==> config.mk <==
export PLATFORM = sky130hd
export DESIGN_NAME = rs_bank_flat
export DESIGN_NICKNAME = d
export VERILOG_FILES = /design/src/rtl/cpu_types.sv /design/src/rtl/rs_bank_if.sv /design/src/rtl/rs_entry.sv /design/src/rtl/rs_bank.sv /design/src/flat_wrapper.sv
export SDC_FILE = /design/constraint.sdc
export NUM_CORES = 1
export LEC_CHECK = 0
export ABC_AREA = 1
export CAP_MARGIN = 20
export CORE_MARGIN = 10
export CORE_UTILIZATION = 49
export CTS_CLUSTER_SIZE = 40
export DETAILED_ROUTE_END_ITERATION = 8
export PLACE_DENSITY_LB_ADDON = 0.25
export SLEW_MARGIN = 25
export SYNTH_ARGS = -nofsm -noshare
export SYNTH_HDL_FRONTEND = slang
export SYNTH_SLANG_ARGS = --single-unit
==> constraint.sdc <==
create_clock -name CLK -period 2 [get_ports CLK]
set_input_delay 0.2 -clock CLK [delete_from_list [all_inputs] [get_ports CLK]]
set_output_delay 0.2 -clock CLK [all_outputs]
set_load 0.005 [all_outputs]
==> src/rtl/cpu_types.sv <==
// rtl/cpu_types.sv - shared reservation-station tag, task and issue types
package cpu_types;

    localparam int DATA_W      = 32;
    localparam int NUM_CLASSES = 3;

    typedef logic [2:0] RS_tag_type;
    typedef logic [5:0] opcode_t;

    localparam RS_tag_type STORE_1 = 3'd0;
    localparam RS_tag_type STORE_2 = 3'd1;
    localparam RS_tag_type LOAD_1  = 3'd2;
    localparam RS_tag_type LOAD_2  = 3'd3;
    localparam RS_tag_type ALU_1   = 3'd4;
    localparam RS_tag_type ALU_2   = 3'd5;
    localparam RS_tag_type INVALID = 3'd7;

    localparam int CLS_STORE = 0;
    localparam int CLS_LOAD  = 1;
    localparam int CLS_ALU   = 2;

    typedef struct packed {
        opcode_t           opcode;
        RS_tag_type        src1_tag;
        logic [DATA_W-1:0] src1_value;
        logic              src1_valid;
        RS_tag_type        src2_tag;
        logic [DATA_W-1:0] src2_value;
        logic              src2_valid;
        logic [DATA_W-1:0] imm;
    } task_t;

    typedef struct packed {
        opcode_t           opcode;
        logic [DATA_W-1:0] src1_value;
        logic [DATA_W-1:0] src2_value;
        logic [DATA_W-1:0] imm;
        RS_tag_type        tag;
    } issue_t;

endpackage

==> src/rtl/rs_bank_if.sv <==
// rtl/rs_bank_if.sv - dispatch, CDB and functional-unit issue bundle for rs_bank
interface rs_bank_if #(parameter int XLEN = 32);
    import cpu_types::*;

    task_t                       DISPATCH_TASK;
    RS_tag_type                  dest_rs;
    logic                        dispatch_err;
    logic                        cdb_valid;
    RS_tag_type                  cdb_tag;
    logic [XLEN-1:0]             cdb_value;
    logic [NUM_CLASSES-1:0]      fu_issue_valid;
    issue_t [NUM_CLASSES-1:0]    fu_issue_op;
    logic [NUM_CLASSES-1:0]      fu_issue_ready;

    modport master (
        output DISPATCH_TASK, dest_rs, cdb_valid, cdb_tag, cdb_value, fu_issue_ready,
        input  dispatch_err, fu_issue_valid, fu_issue_op
    );

    modport slave (
        input  DISPATCH_TASK, dest_rs, cdb_valid, cdb_tag, cdb_value, fu_issue_ready,
        output dispatch_err, fu_issue_valid, fu_issue_op
    );

endinterface

==> src/rtl/rs_entry.sv <==
// rtl/rs_entry.sv - one reservation-station slot: capture with CDB bypass, snoop, ready, clear
module rs_entry
    import cpu_types::*;
#(
    parameter int XLEN = 32
) (
    input  logic             CLK,
    input  logic             RST_N,
    input  logic             dispatch_en,
    input  task_t            dispatch_task,
    input  logic             cdb_valid,
    input  RS_tag_type       cdb_tag,
    input  logic [XLEN-1:0]  cdb_value,
    input  logic             clear,
    output logic             busy,
    output logic             ready,
    output task_t            entry
);

    task_t data_q;
    logic  busy_q;
    logic  s1v_q;
    logic  s2v_q;

    logic  byp1, byp2, snp1, snp2;

    // Bypass covers a broadcast landing in the same cycle the task arrives.
    assign byp1 = cdb_valid && !dispatch_task.src1_valid && (cdb_tag == dispatch_task.src1_tag);
    assign byp2 = cdb_valid && !dispatch_task.src2_valid && (cdb_tag == dispatch_task.src2_tag);
    // No snoop while issuing so the operands handed out stay what was offered.
    assign snp1 = busy_q && !clear && !s1v_q && cdb_valid && (cdb_tag == data_q.src1_tag);
    assign snp2 = busy_q && !clear && !s2v_q && cdb_valid && (cdb_tag == data_q.src2_tag);

    always_ff @(posedge CLK or negedge RST_N) begin
        if (!RST_N) begin
            busy_q <= 1'b0;
            s1v_q  <= 1'b0;
            s2v_q  <= 1'b0;
        end else begin
            if (clear)
                busy_q <= 1'b0;
            else if (dispatch_en)
                busy_q <= 1'b1;

            if (dispatch_en)
                s1v_q <= dispatch_task.src1_valid || byp1;
            else if (snp1)
                s1v_q <= 1'b1;

            if (dispatch_en)
                s2v_q <= dispatch_task.src2_valid || byp2;
            else if (snp2)
                s2v_q <= 1'b1;
        end
    end

    always_ff @(posedge CLK) begin
        if (dispatch_en) begin
            data_q <= dispatch_task;
            if (byp1)
                data_q.src1_value <= cdb_value;
            if (byp2)
                data_q.src2_value <= cdb_value;
        end else begin
            if (snp1)
                data_q.src1_value <= cdb_value;
            if (snp2)
                data_q.src2_value <= cdb_value;
        end
    end

    always_comb begin
        entry            = data_q;
        entry.src1_valid = s1v_q;
        entry.src2_valid = s2v_q;
    end

    assign busy  = busy_q;
    assign ready = busy_q && s1v_q && s2v_q;

endmodule

==> src/rtl/rs_bank.sv <==
// rtl/rs_bank.sv - six-entry reservation-station bank with per-class oldest-first issue
module rs_bank
    import cpu_types::*;
#(
    parameter int XLEN   = 32,
    parameter int NUM_RS = 6
) (
    input  logic              CLK,
    input  logic              RST_N,
    rs_bank_if.slave          bus,
    output logic [NUM_RS-1:0] rs_busy
);

    logic [NUM_RS-1:0] busy;
    logic [NUM_RS-1:0] ready;
    logic [NUM_RS-1:0] disp_en;
    logic [NUM_RS-1:0] clr;
    task_t             ent [NUM_RS];

    logic disp_hit;
    logic target_busy;
    logic err_q;

    assign disp_hit    = (bus.dest_rs != INVALID) && (int'(bus.dest_rs) < NUM_RS);
    assign target_busy = disp_hit && busy[bus.dest_rs];

    for (genvar i = 0; i < NUM_RS; i++) begin : g_ent
        assign disp_en[i] = disp_hit && !busy[i] && (bus.dest_rs == RS_tag_type'(i));

        rs_entry #(.XLEN(XLEN)) u_entry (
            .CLK           (CLK),
            .RST_N         (RST_N),
            .dispatch_en   (disp_en[i]),
            .dispatch_task (bus.DISPATCH_TASK),
            .cdb_valid     (bus.cdb_valid),
            .cdb_tag       (bus.cdb_tag),
            .cdb_value     (bus.cdb_value),
            .clear         (clr[i]),
            .busy          (busy[i]),
            .ready         (ready[i]),
            .entry         (ent[i])
        );
    end

    always_ff @(posedge CLK or negedge RST_N) begin
        if (!RST_N)
            err_q <= 1'b0;
        else
            err_q <= target_busy;
    end

    assign bus.dispatch_err = err_q;
    assign rs_busy          = busy;

    for (genvar c = 0; c < NUM_CLASSES; c++) begin : g_cls
        localparam int LO = 2 * c;
        localparam int HI = 2 * c + 1;

        logic  older_hi;
        logic  lock_v;
        logic  lock_hi;
        logic  arb_hi;
        logic  sel_hi;
        logic  valid;
        logic  fire;
        task_t src;

        // Once offered without acceptance, the choice is frozen so the op stays stable.
        assign arb_hi = ready[HI] && (!ready[LO] || older_hi);
        assign sel_hi = lock_v ? lock_hi : arb_hi;
        assign valid  = ready[LO] || ready[HI];
        assign fire   = valid && bus.fu_issue_ready[c];
        assign clr[LO] = fire && !sel_hi;
        assign clr[HI] = fire && sel_hi;
        assign src    = sel_hi ? ent[HI] : ent[LO];

        assign bus.fu_issue_valid[c]        = valid;
        assign bus.fu_issue_op[c].opcode     = src.opcode;
        assign bus.fu_issue_op[c].src1_value = src.src1_value;
        assign bus.fu_issue_op[c].src2_value = src.src2_value;
        assign bus.fu_issue_op[c].imm        = src.imm;
        assign bus.fu_issue_op[c].tag        = sel_hi ? RS_tag_type'(HI) : RS_tag_type'(LO);

        // older_hi set means the upper entry of the pair was dispatched first.
        always_ff @(posedge CLK or negedge RST_N) begin
            if (!RST_N) begin
                older_hi <= 1'b0;
                lock_v   <= 1'b0;
                lock_hi  <= 1'b0;
            end else begin
                if (disp_en[LO])
                    older_hi <= 1'b1;
                else if (disp_en[HI])
                    older_hi <= 1'b0;
                lock_v  <= valid && !bus.fu_issue_ready[c];
                lock_hi <= sel_hi;
            end
        end
    end

endmodule

==> src/flat_wrapper.sv <==
// flat-port wrapper written by rule: the top's interface ports become plain ports
module rs_bank_flat import cpu_types::*;
#(
    parameter int XLEN   = 32,
    parameter int NUM_RS = 6
)
  (CLK, RST_N, rs_busy, bus_DISPATCH_TASK, bus_dest_rs, bus_cdb_valid, bus_cdb_tag, bus_cdb_value, bus_fu_issue_ready, bus_dispatch_err, bus_fu_issue_valid, bus_fu_issue_op);
  rs_bank_if #(.XLEN(XLEN)) bus_i ();
  input  logic CLK;
  input  logic RST_N;
  output logic [NUM_RS-1:0] rs_busy;
  input wire logic [$bits(bus_i.DISPATCH_TASK)-1:0] bus_DISPATCH_TASK;
  input wire logic [$bits(bus_i.dest_rs)-1:0] bus_dest_rs;
  input wire logic [$bits(bus_i.cdb_valid)-1:0] bus_cdb_valid;
  input wire logic [$bits(bus_i.cdb_tag)-1:0] bus_cdb_tag;
  input wire logic [$bits(bus_i.cdb_value)-1:0] bus_cdb_value;
  input wire logic [$bits(bus_i.fu_issue_ready)-1:0] bus_fu_issue_ready;
  output wire logic [$bits(bus_i.dispatch_err)-1:0] bus_dispatch_err;
  output wire logic [$bits(bus_i.fu_issue_valid)-1:0] bus_fu_issue_valid;
  output wire logic [$bits(bus_i.fu_issue_op)-1:0] bus_fu_issue_op;
  assign bus_i.DISPATCH_TASK = bus_DISPATCH_TASK;
  assign bus_i.dest_rs = bus_dest_rs;
  assign bus_i.cdb_valid = bus_cdb_valid;
  assign bus_i.cdb_tag = bus_cdb_tag;
  assign bus_i.cdb_value = bus_cdb_value;
  assign bus_i.fu_issue_ready = bus_fu_issue_ready;
  assign bus_dispatch_err = bus_i.dispatch_err;
  assign bus_fu_issue_valid = bus_i.fu_issue_valid;
  assign bus_fu_issue_op = bus_i.fu_issue_op;
  rs_bank #(.XLEN(XLEN), .NUM_RS(NUM_RS)) u_core (.CLK(CLK), .RST_N(RST_N), .bus(bus_i), .rs_busy(rs_busy));
endmodule
==> results.md, run 1 <==
* Placement Rows at 92
* Delay of the slowest critical-path stage at 0.40 ns
* Reported max-cap violation count at 0
* Worst hold-check slack at 0.167 ns
* Signed area change from the synthesized netlist to the final layout at 45.1%
* Max FO, Critical Path at 6
* Worst-skew pair later-pin latency at 0.62 ns
* CTS sink count at 676
* Smallest setup slack after layout at -0.502 ns
* Die width at 272 um
* Starting density of the core at 49.4%
* Total routing resource utilization after global routing at 30.6%
* Nets@finish at 4016
* TNS Setup at -177.96 ns
* Via count of the first global-routing pass at 27060
* Worst setup slack before clock tree synthesis at -0.466 ns
* Peak supply drop at 0.682 mV
* Fill cells at 4308
* Area used by sequential logic in the layout at 20200 sq um
* Wire per inst at 25.6 um
* Flip-flop and latch count after synthesis at 676
* Final estimated routing congestion in global placement at 0.922
* Largest net degree at the start of global routing at 40
* Area of the mapped netlist at 31000 sq um
* Full die area at 73800 sq um
* Multi-input gate area in the final layout at 11100 sq um
* Clock Power Share at 22.1%
* Worst path buffer plus inverter count at 6
* Number of buffers inserted during clock tree synthesis at 71
* Aggregate global routing overflow at 0
* Fraction of power spent switching nets at 35.5%
* Mean post-synth cell area at 9.99 sq um
* Cell class contributing the biggest share of worst-path delay: buffers and inverters
* Buffer levels on the longest clock path at 3
* Total of buffers placed on input and output ports at 472
* Critical Path RT at 1.80 ns
* Hpwl dp at 74500 um
* Via density at 5.91
* Number of antenna violations at the first check in global routing at 0
* Result of the run: finished with violations
* Path category of the worst min-delay check: in2reg
* Wire length of the first global-routing pass at 171000 um
* Count of pins over their slew limit at 0
* Master cell of the clock root buffer: sky130_fd_sc_hd__clkbuf_16
* Largest cells by area after synthesis: sky130_fd_sc_hd__edfxtp_1, sky130_fd_sc_hd__nand2_1, sky130_fd_sc_hd__nand3_1, sky130_fd_sc_hd__o21ai_0, sky130_fd_sc_hd__o21ai_1
* Count of endpoints failing hold in the final timing report at 0
* Distinct cell type count of the synthesized netlist at 28
* Cell internal pwr at 0.0375 W
* Final critical-path required period at 2.50 ns
* Post-synth top area share at 62.7%
* Reported leakage power at 18.0 nW
* RSZ-0062 raised after global routing: true
* Final setup vio count at 560
* Sequential power share at 30.2%
* First-pass detailed-route iteration total at 6
* Net switching power at 0.0206 W
* Ports placed on the boundary at 479
* Final Routed Wirelength at 122000 um
* DR vias at 28152
* Worst setup EP type: output pin
* Violated checks: negative setup slack
* Finished Core Util at 71.6%
* Critical-path cell list: nand3_2, nor2_2, nand2_2, nand2_8, buf_12, buf_8, buf_6, buf_6, buf_4, nand2_2, nand2_2, buf_6
* Most area-hungry cell type in the Yosys netlist: sky130_fd_sc_hd__edfxtp_1
* Final worst clock skew at 0.0271 ns
* Ratio of cells with drive above 1 in the final layout at 32.7%
* Kind of start point of the critical path: register
* Yosys warning total at 0
* Portion of the post-synthesis area used by sequential elements at 65.0%
* Max frequency at 0.400 GHz
* Number of H-tree levels at 3
* Number of DRC violations after detailed routing at 0
* Area of the core region at 62900 sq um
* Post-DRT Antenna Nets at 0
* Arrival time reported for the critical path endpoint at 2.30 ns
* Power Density at 1290 nW/um^2
* Clock tree from TritonCTS: done
* Standard cell with the maximum stage delay on the critical path: sky130_fd_sc_hd__dfrtp_1
* Clk pin slew, worst setup/hold paths at 0.06 ns
* Worst Path Class, Setup: reg2out
* Starting DRT DRC Count at 4297
* Final clock period utilization by the worst path at 125%
* Share of power burned in combinational logic at 47.7%
* Number of cells produced by synthesis at 3104
* Die height at 272 um
power groups by stage:
stage,registers (W),logic [W],clock network [W]
2_1_floorplan,0.0177,0.00683,0
3_3_place_gp,0.0176,0.0196,0
3_5_place_dp,0.0177,0.0197,0
4_1_cts,0.0174,0.0245,0.0128
5_1_grt,0.0176,0.0289,0.0134
6_report,0.0176,0.0277,0.0128
cells by family (layout without fill, tap and decap cells):
logic type      Yosys count  in the layout  synth area share [%]
compound gates          408            408                  6.68
xor+xnor                 24             24                 0.678
buf+inv                 376           1182                  5.40
flops                   676            676                  65.0
other cells               2              7                0.0242
simple gates           1618           1618                  22.2
Yosys cell counts:
cell type	number
sky130_fd_sc_hd__a21oi_1	7
sky130_fd_sc_hd__a21oi_2	2
sky130_fd_sc_hd__a22oi_1	3
sky130_fd_sc_hd__a32oi_1	1
sky130_fd_sc_hd__buf_2	104
sky130_fd_sc_hd__buf_4	30
sky130_fd_sc_hd__buf_6	3
sky130_fd_sc_hd__clkbuf_1	89
sky130_fd_sc_hd__conb_1	2
sky130_fd_sc_hd__dfrtp_1	28
sky130_fd_sc_hd__edfxtp_1	648
sky130_fd_sc_hd__inv_1	144
sky130_fd_sc_hd__inv_2	6
sky130_fd_sc_hd__nand2_1	1055
sky130_fd_sc_hd__nand2_2	19
sky130_fd_sc_hd__nand2_4	10
sky130_fd_sc_hd__nand3_1	495
sky130_fd_sc_hd__nand4_1	16
sky130_fd_sc_hd__nor2_1	16
sky130_fd_sc_hd__nor2_2	3
sky130_fd_sc_hd__nor3_1	1
sky130_fd_sc_hd__nor3_2	1
sky130_fd_sc_hd__nor3_4	2
sky130_fd_sc_hd__o21a_1	3
sky130_fd_sc_hd__o21ai_0	222
sky130_fd_sc_hd__o21ai_1	168
sky130_fd_sc_hd__o22ai_1	2
sky130_fd_sc_hd__xnor2_1	24
cell usage in the layout (no fill, tap or decap), types with 3 or more instances in the layout:
cell,n
sky130_fd_sc_hd__o21a_1,3
sky130_fd_sc_hd__clkinv_2,7
sky130_fd_sc_hd__buf_6,179
sky130_fd_sc_hd__nand2_8,7
sky130_fd_sc_hd__nor2_2,3
sky130_fd_sc_hd__nor2_1,13
sky130_fd_sc_hd__nor2_4,3
sky130_fd_sc_hd__buf_8,26
sky130_fd_sc_hd__nor3_4,3
sky130_fd_sc_hd__buf_16,14
sky130_fd_sc_hd__o21ai_1,168
sky130_fd_sc_hd__nand2_2,258
sky130_fd_sc_hd__a22oi_1,3
sky130_fd_sc_hd__buf_4,192
sky130_fd_sc_hd__o21ai_0,222
sky130_fd_sc_hd__xnor2_1,24
sky130_fd_sc_hd__nand3_2,3
sky130_fd_sc_hd__nand3_1,487
sky130_fd_sc_hd__clkbuf_16,84
sky130_fd_sc_hd__clkdlybuf4s15_2,11
sky130_fd_sc_hd__nand4_1,16
sky130_fd_sc_hd__inv_2,7
sky130_fd_sc_hd__dfrtp_1,28
sky130_fd_sc_hd__clkinv_1,18
sky130_fd_sc_hd__buf_2,105
sky130_fd_sc_hd__nand2_4,153
sky130_fd_sc_hd__clkinvlp_4,3
sky130_fd_sc_hd__nand3_4,5
sky130_fd_sc_hd__clkbuf_2,65
sky130_fd_sc_hd__nand2_1,666
sky130_fd_sc_hd__bufinv_16,4
sky130_fd_sc_hd__edfxtp_1,648
sky130_fd_sc_hd__inv_1,137
sky130_fd_sc_hd__dlymetal6s2s_1,4
sky130_fd_sc_hd__inv_6,6
sky130_fd_sc_hd__conb_1,6
sky130_fd_sc_hd__a21oi_1,6
sky130_fd_sc_hd__buf_12,134
sky130_fd_sc_hd__clkdlybuf4s50_1,163
sky130_fd_sc_hd__clkbuf_1,15
cell type report:
| cell class | instances | area share (%) |
|---|---|---|
| Multi-Input combinational cell | 2056 | 24.7 |
| Inverter | 150 | 1.38 |
| Tap cell | 846 | 2.35 |
| Clock inverter | 36 | 0.639 |
| Clock buffer | 89 | 4.24 |
| Antenna cell | 1 | 0.00556 |
| Sequential cell | 676 | 44.8 |
| Timing Repair Buffer | 907 | 21.9 |
through the flow:
stage	instances	instance area [sq um]	total power [W]
3_5_place_dp	4446	39000	0.0374
4_1_cts	4715	43400	0.0548
6_report	4761	45000	0.0581
2_1_floorplan	3108	31100	0.0245
5_1_grt	4760	45000	0.0599
3_3_place_gp	4446	39000	0.0372
layer usage:
metal  global-route usage, %  vias to the layer above  routed length (um)
met5                       0                        -                   0
met4                    15.2                        0                6440
met3                    7.43                      425               13700
met2                    50.3                     2193               58100
met1                    37.5                    13329               43600
li1                        -                    12205                   -
worst paths after layout:
path,from,cells after the start,endpoint,slack (ns)
worst max register to register,u_core.g_ent[5].u_entry.busy,13,u_core.g_ent[5].u_entry.entry[72],-0.40
worst min-delay path,bus_fu_issue_ready[1],2,u_core.g_cls[1].lock_v,0.17
min in group asynchronous,RST_N,3,u_core.bus.dispatch_err,0.54
worst min register to register,u_core.g_cls[1].older_hi,2,u_core.g_cls[1].older_hi,0.54
max in group asynchronous,RST_N,3,u_core.g_ent[0].u_entry.s2v_q,1.13
worst max-delay path,u_core.g_ent[5].u_entry.busy,12,bus_fu_issue_op[294],-0.50
registers in the layout, indices dropped and copies added, names as in the netlist:
name	cells
u_core.g_ent.u_entry.entry	648
u_core.g_ent.u_entry.busy	6
u_core.g_ent.u_entry.s1v_q	6
u_core.g_ent.u_entry.s2v_q	6
u_core.g_cls.lock_hi	3
u_core.g_cls.lock_v	3
u_core.g_cls.older_hi	3
u_core.bus.dispatch_err	1
repair_timing:
item	4_1_cts	5_1_grt
setup endpoints to repair	312	608
cloned	25	10
gates resized for setup	1080	892
pin swaps	62	119
setup buffers	123	87
endpoints found under the hold margin	16	0
hold buffers	1	0
Power figures use the tool's default switching activity.
==> inputs of run 2 (changes only) <==
Settings changed: CORE_UTILIZATION 49 to 51, CTS_BUF_LIST set to sky130_fd_sc_hd__clkbuf_8, SKIP_CTS_REPAIR_TIMING set to 1.
==> run 2 against run 1 <==
  * The flow still finishes with violations (negative setup slack)
  * Maximum frequency fell by 11%
  * Critical path depth fell by 2
  * Sequential cell count unchanged
  * First-iteration DRC count down 5.0%
  * Critical endpoint is now bus_fu_issue_op[173]
  * Largest power group unchanged
==> results.md, run 2 (synthesis results as in run 1) <==
* Antenna Cells at 0 (was 1)
* Share of power burned in combinational logic at 46.7% (was 47.7%)
* Clk pin slew, worst setup/hold paths at 0.06 ns (about the same)
* Placement Rows at 90 (was 92)
* Standard cell with the maximum stage delay on the critical path: sky130_fd_sc_hd__clkdlybuf4s50_1 (was sky130_fd_sc_hd__dfrtp_1)
* Ports placed on the boundary at 479 (unchanged)
* Final estimated routing congestion in global placement at 0.914 (was 0.922)
* Buffer levels on the longest clock path at 3 (unchanged)
* Critical-path cell list: nand3_2, nor2_2, nand2_2, nand2_8, buf_4, buf_8, buf_8, nand2_1, nand2_1, clkdlybuf4s50_1 (was nand3_2, nor2_2, nand2_2, nand2_8, buf_12, buf_8, buf_6, buf_6, buf_4, nand2_2, nand2_2, buf_6)
* Sequential power share at 32.0% (was 30.2%)
* Total routing resource utilization after global routing at 29.1% (was 30.6%)
* Delay of the slowest critical-path stage at 0.50 ns (was 0.40 ns)
* Signed area change from the synthesized netlist to the final layout at 40.6% (was 45.1%)
* Final setup vio count at 448 (was 560)
* Die width at 267 um (was 272 um)
* Nets@finish at 4050 (was 4016)
* Number of buffers inserted during clock tree synthesis at 110 (was 71)
* Largest net degree at the start of global routing at 56 (was 40)
* Starting DRT DRC Count at 4084 (was 4297)
* Most common cell after layout, fill and taps aside: sky130_fd_sc_hd__nand2_1 (unchanged)
* Count of endpoints failing hold in the final timing report at 0 (unchanged)
* Worst setup endpoint: bus_fu_issue_op[173] (was bus_fu_issue_op[294])
* Aggregate global routing overflow at 0 (unchanged)
* CTS sink count at 676 (unchanged)
* Ratio of cells with drive above 1 in the final layout at 25.9% (was 32.7%)
* Wire length of the first global-routing pass at 157000 um (was 171000 um)
* Clock tree from TritonCTS: done (unchanged)
* Path category of the worst min-delay check: in2reg (unchanged)
* Cell count after placement at 4394 (was 4446)
* Worst flop-to-flop path startpoint: u_core.g_cls[2].older_hi (was u_core.g_ent[5].u_entry.busy)
* Number of cells on the worst reg-to-reg path at 11 (was 13)
* Violated checks: negative setup slack (unchanged)
* Terminus of the critical flop-to-flop path: u_core.g_ent[5].u_entry.entry[49] (was u_core.g_ent[5].u_entry.entry[72])
* Final clock period utilization by the worst path at 141% (was 125%)
* Worst hold-check slack at 0.0680 ns (was 0.167 ns)
* Number of H-tree levels at 3 (unchanged)
* Top library cells by usage in the layout, fill and taps aside: sky130_fd_sc_hd__nand2_1, sky130_fd_sc_hd__edfxtp_1, sky130_fd_sc_hd__nand3_1, sky130_fd_sc_hd__buf_4, sky130_fd_sc_hd__clkdlybuf4s50_1 (was sky130_fd_sc_hd__nand2_1, sky130_fd_sc_hd__edfxtp_1, sky130_fd_sc_hd__nand3_1, sky130_fd_sc_hd__nand2_2, sky130_fd_sc_hd__o21ai_0)
* Cell internal pwr at 0.0352 W (was 0.0375 W)
* Finished Cell Area at 43600 sq um (was 45000 sq um)
* Reported max-cap violation count at 0 (unchanged)
* Post-DP Area at 38900 sq um (was 39000 sq um)
* Smallest setup slack after layout at -0.819 ns (was -0.502 ns)
* Worst-case register-to-register setup slack at -0.25 ns (was -0.40 ns)
* Full die area at 71100 sq um (was 73800 sq um)
* Final Routed Wirelength at 118000 um (was 122000 um)
* Number of antenna violations at the first check in global routing at 0 (unchanged)
* Non-filler instance count after layout at 4754 (was 4761)
* Finished Core Util at 72.4% (was 71.6%)
* Crit path from: u_core.g_ent[3].u_entry.s2v_q (was u_core.g_ent[5].u_entry.busy)
* Arrival time reported for the critical path endpoint at 2.62 ns (was 2.30 ns)
* Flip-flop count of the largest register, all copies and words added at 648 (unchanged)
* Critical Path RT at 1.80 ns (about the same)
* Max frequency at 0.355 GHz (was 0.400 GHz)
* Wire per inst at 24.8 um (was 25.6 um)
* Result of the run: finished with violations (unchanged)
* First-pass detailed-route iteration total at 8 (was 6)
* RSZ-0062 raised after global routing: true (unchanged)
* Worst setup EP type: output pin (unchanged)
* Final critical-path required period at 2.82 ns (was 2.50 ns)
* Die height at 267 um (was 272 um)
* Total of buffers placed on input and output ports at 472 (unchanged)
* Clock Power Share at 21.3% (was 22.1%)
* Reported leakage power at 17.9 nW (was 18.0 nW)
* Final worst clock skew at 0.0335 ns (was 0.0271 ns)
* Count of pins over their slew limit at 0 (unchanged)
* Fraction of power spent switching nets at 35.5% (about the same)
* Number of DRC violations after detailed routing at 0 (unchanged)
* Via count of the first global-routing pass at 25767 (was 27060)
* Peak supply drop at 0.699 mV (was 0.682 mV)
* Kind of start point of the critical path: register (unchanged)
* Hpwl dp at 74000 um (was 74500 um)
* Starting density of the core at 51.5% (was 49.4%)
* Worst Path Class, Setup: reg2out (unchanged)
* Area of the core region at 60200 sq um (was 62900 sq um)
* Max FO, Critical Path at 9 (was 6)
* Via density at 5.88 (was 5.91)
* Worst-skew pair later-pin latency at 0.73 ns (was 0.62 ns)
* Power Density at 1250 nW/um^2 (was 1290 nW/um^2)
* DR vias at 27933 (was 28152)
* Fill cells at 4174 (was 4308)
* Post-DRT Antenna Nets at 0 (unchanged)
* Net switching power at 0.0194 W (was 0.0206 W)
* Master cell of the clock root buffer: sky130_fd_sc_hd__clkbuf_8 (was sky130_fd_sc_hd__clkbuf_16)
[run 2: changes by cell type in the layout (fill, tap and decap cells not counted), sizes merged, moves of 4 or more]
| cell | delta |
|---|---|
| buf | -164 |
| inv | +33 |
| clkdlybuf4s15 | -12 |
| clkbuf | +77 |
| clkinv | +4 |
| dlymetal6s2s | +49 |
| clkdlybuf4s50 | +72 |
[run 2: worst min-delay path by stage]
| stage | from | to | cells after the start |
|---|---|---|---|
| 2_1_floorplan | RST_N | u_core.bus.dispatch_err | 0 |
| 3_3_place_gp | u_core.g_ent[5].u_entry.s1v_q | u_core.g_ent[5].u_entry.s1v_q | 3 |
| 3_5_place_dp | u_core.g_ent[1].u_entry.s2v_q | u_core.g_ent[1].u_entry.s2v_q | 3 |
| 4_1_cts | RST_N | u_core.g_cls[0].older_hi | 2 |
| 5_1_grt | bus_fu_issue_ready[1] | u_core.g_cls[1].lock_v | 2 |
| 6_report | bus_fu_issue_ready[1] | u_core.g_cls[1].lock_v | 2 |
[run 2: layer usage]
metal | routed length (um) | up-vias | track usage (%) | part of all wire [%]
li1 | - | 12268 | - | -
met1 | 41400 | 13222 | 36.0 | 35
met2 | 58100 | 2112 | 49.7 | 49
met3 | 13400 | 331 | 6.58 | 11
met4 | 5100 | 0 | 9.96 | 4.3
met5 | 0 | - | 0 | 0
[run 2: through the flow]
stage	setup TNS, ns	power (W)	setup slack (ns)
finish	-199.15	0.0546	-0.819
global route	-236.97	0.0566	-0.934
CTS	-267.80	0.0486	-1.04
detailed placement	-191.98	0.0372	-0.320
global placement	-175.08	0.0370	-0.259
floorplan	-15.89	0.0245	-0.127
[run 2: layout make-up]
| class | count | area, sq um | area share (%) |
|---|---|---|---|
| flip-flops and latches | 676 | 20200 | 46.2 |
| clock buffers | 118 | 1620 | 3.72 |
| multi-input cells | 2057 | 10100 | 23.2 |
| clock inverters | 70 | 423 | 0.969 |
| inverters | 150 | 643 | 1.47 |
| repair inverters | 3 | 57.6 | 0.132 |
| repair buffers | 898 | 9630 | 22.1 |
| well taps | 782 | 978 | 2.24 |
[run 2: power by group through the flow]
stage	clock network, W	logic, W	registers, W
detailed placement	0	0.0195	0.0177
floorplan	0	0.00683	0.0177
global placement	0	0.0194	0.0176
finish	0.0116	0.0255	0.0175
CTS	0.0116	0.0197	0.0174
global route	0.0123	0.0267	0.0176
[run 2: worst max-delay path: cells and delay by family, from the launching register on]
family                 cells  cell delay, ns
buffers and inverters      4            0.94
DFF                        1            0.37
and+or+nand+nor            6            0.60
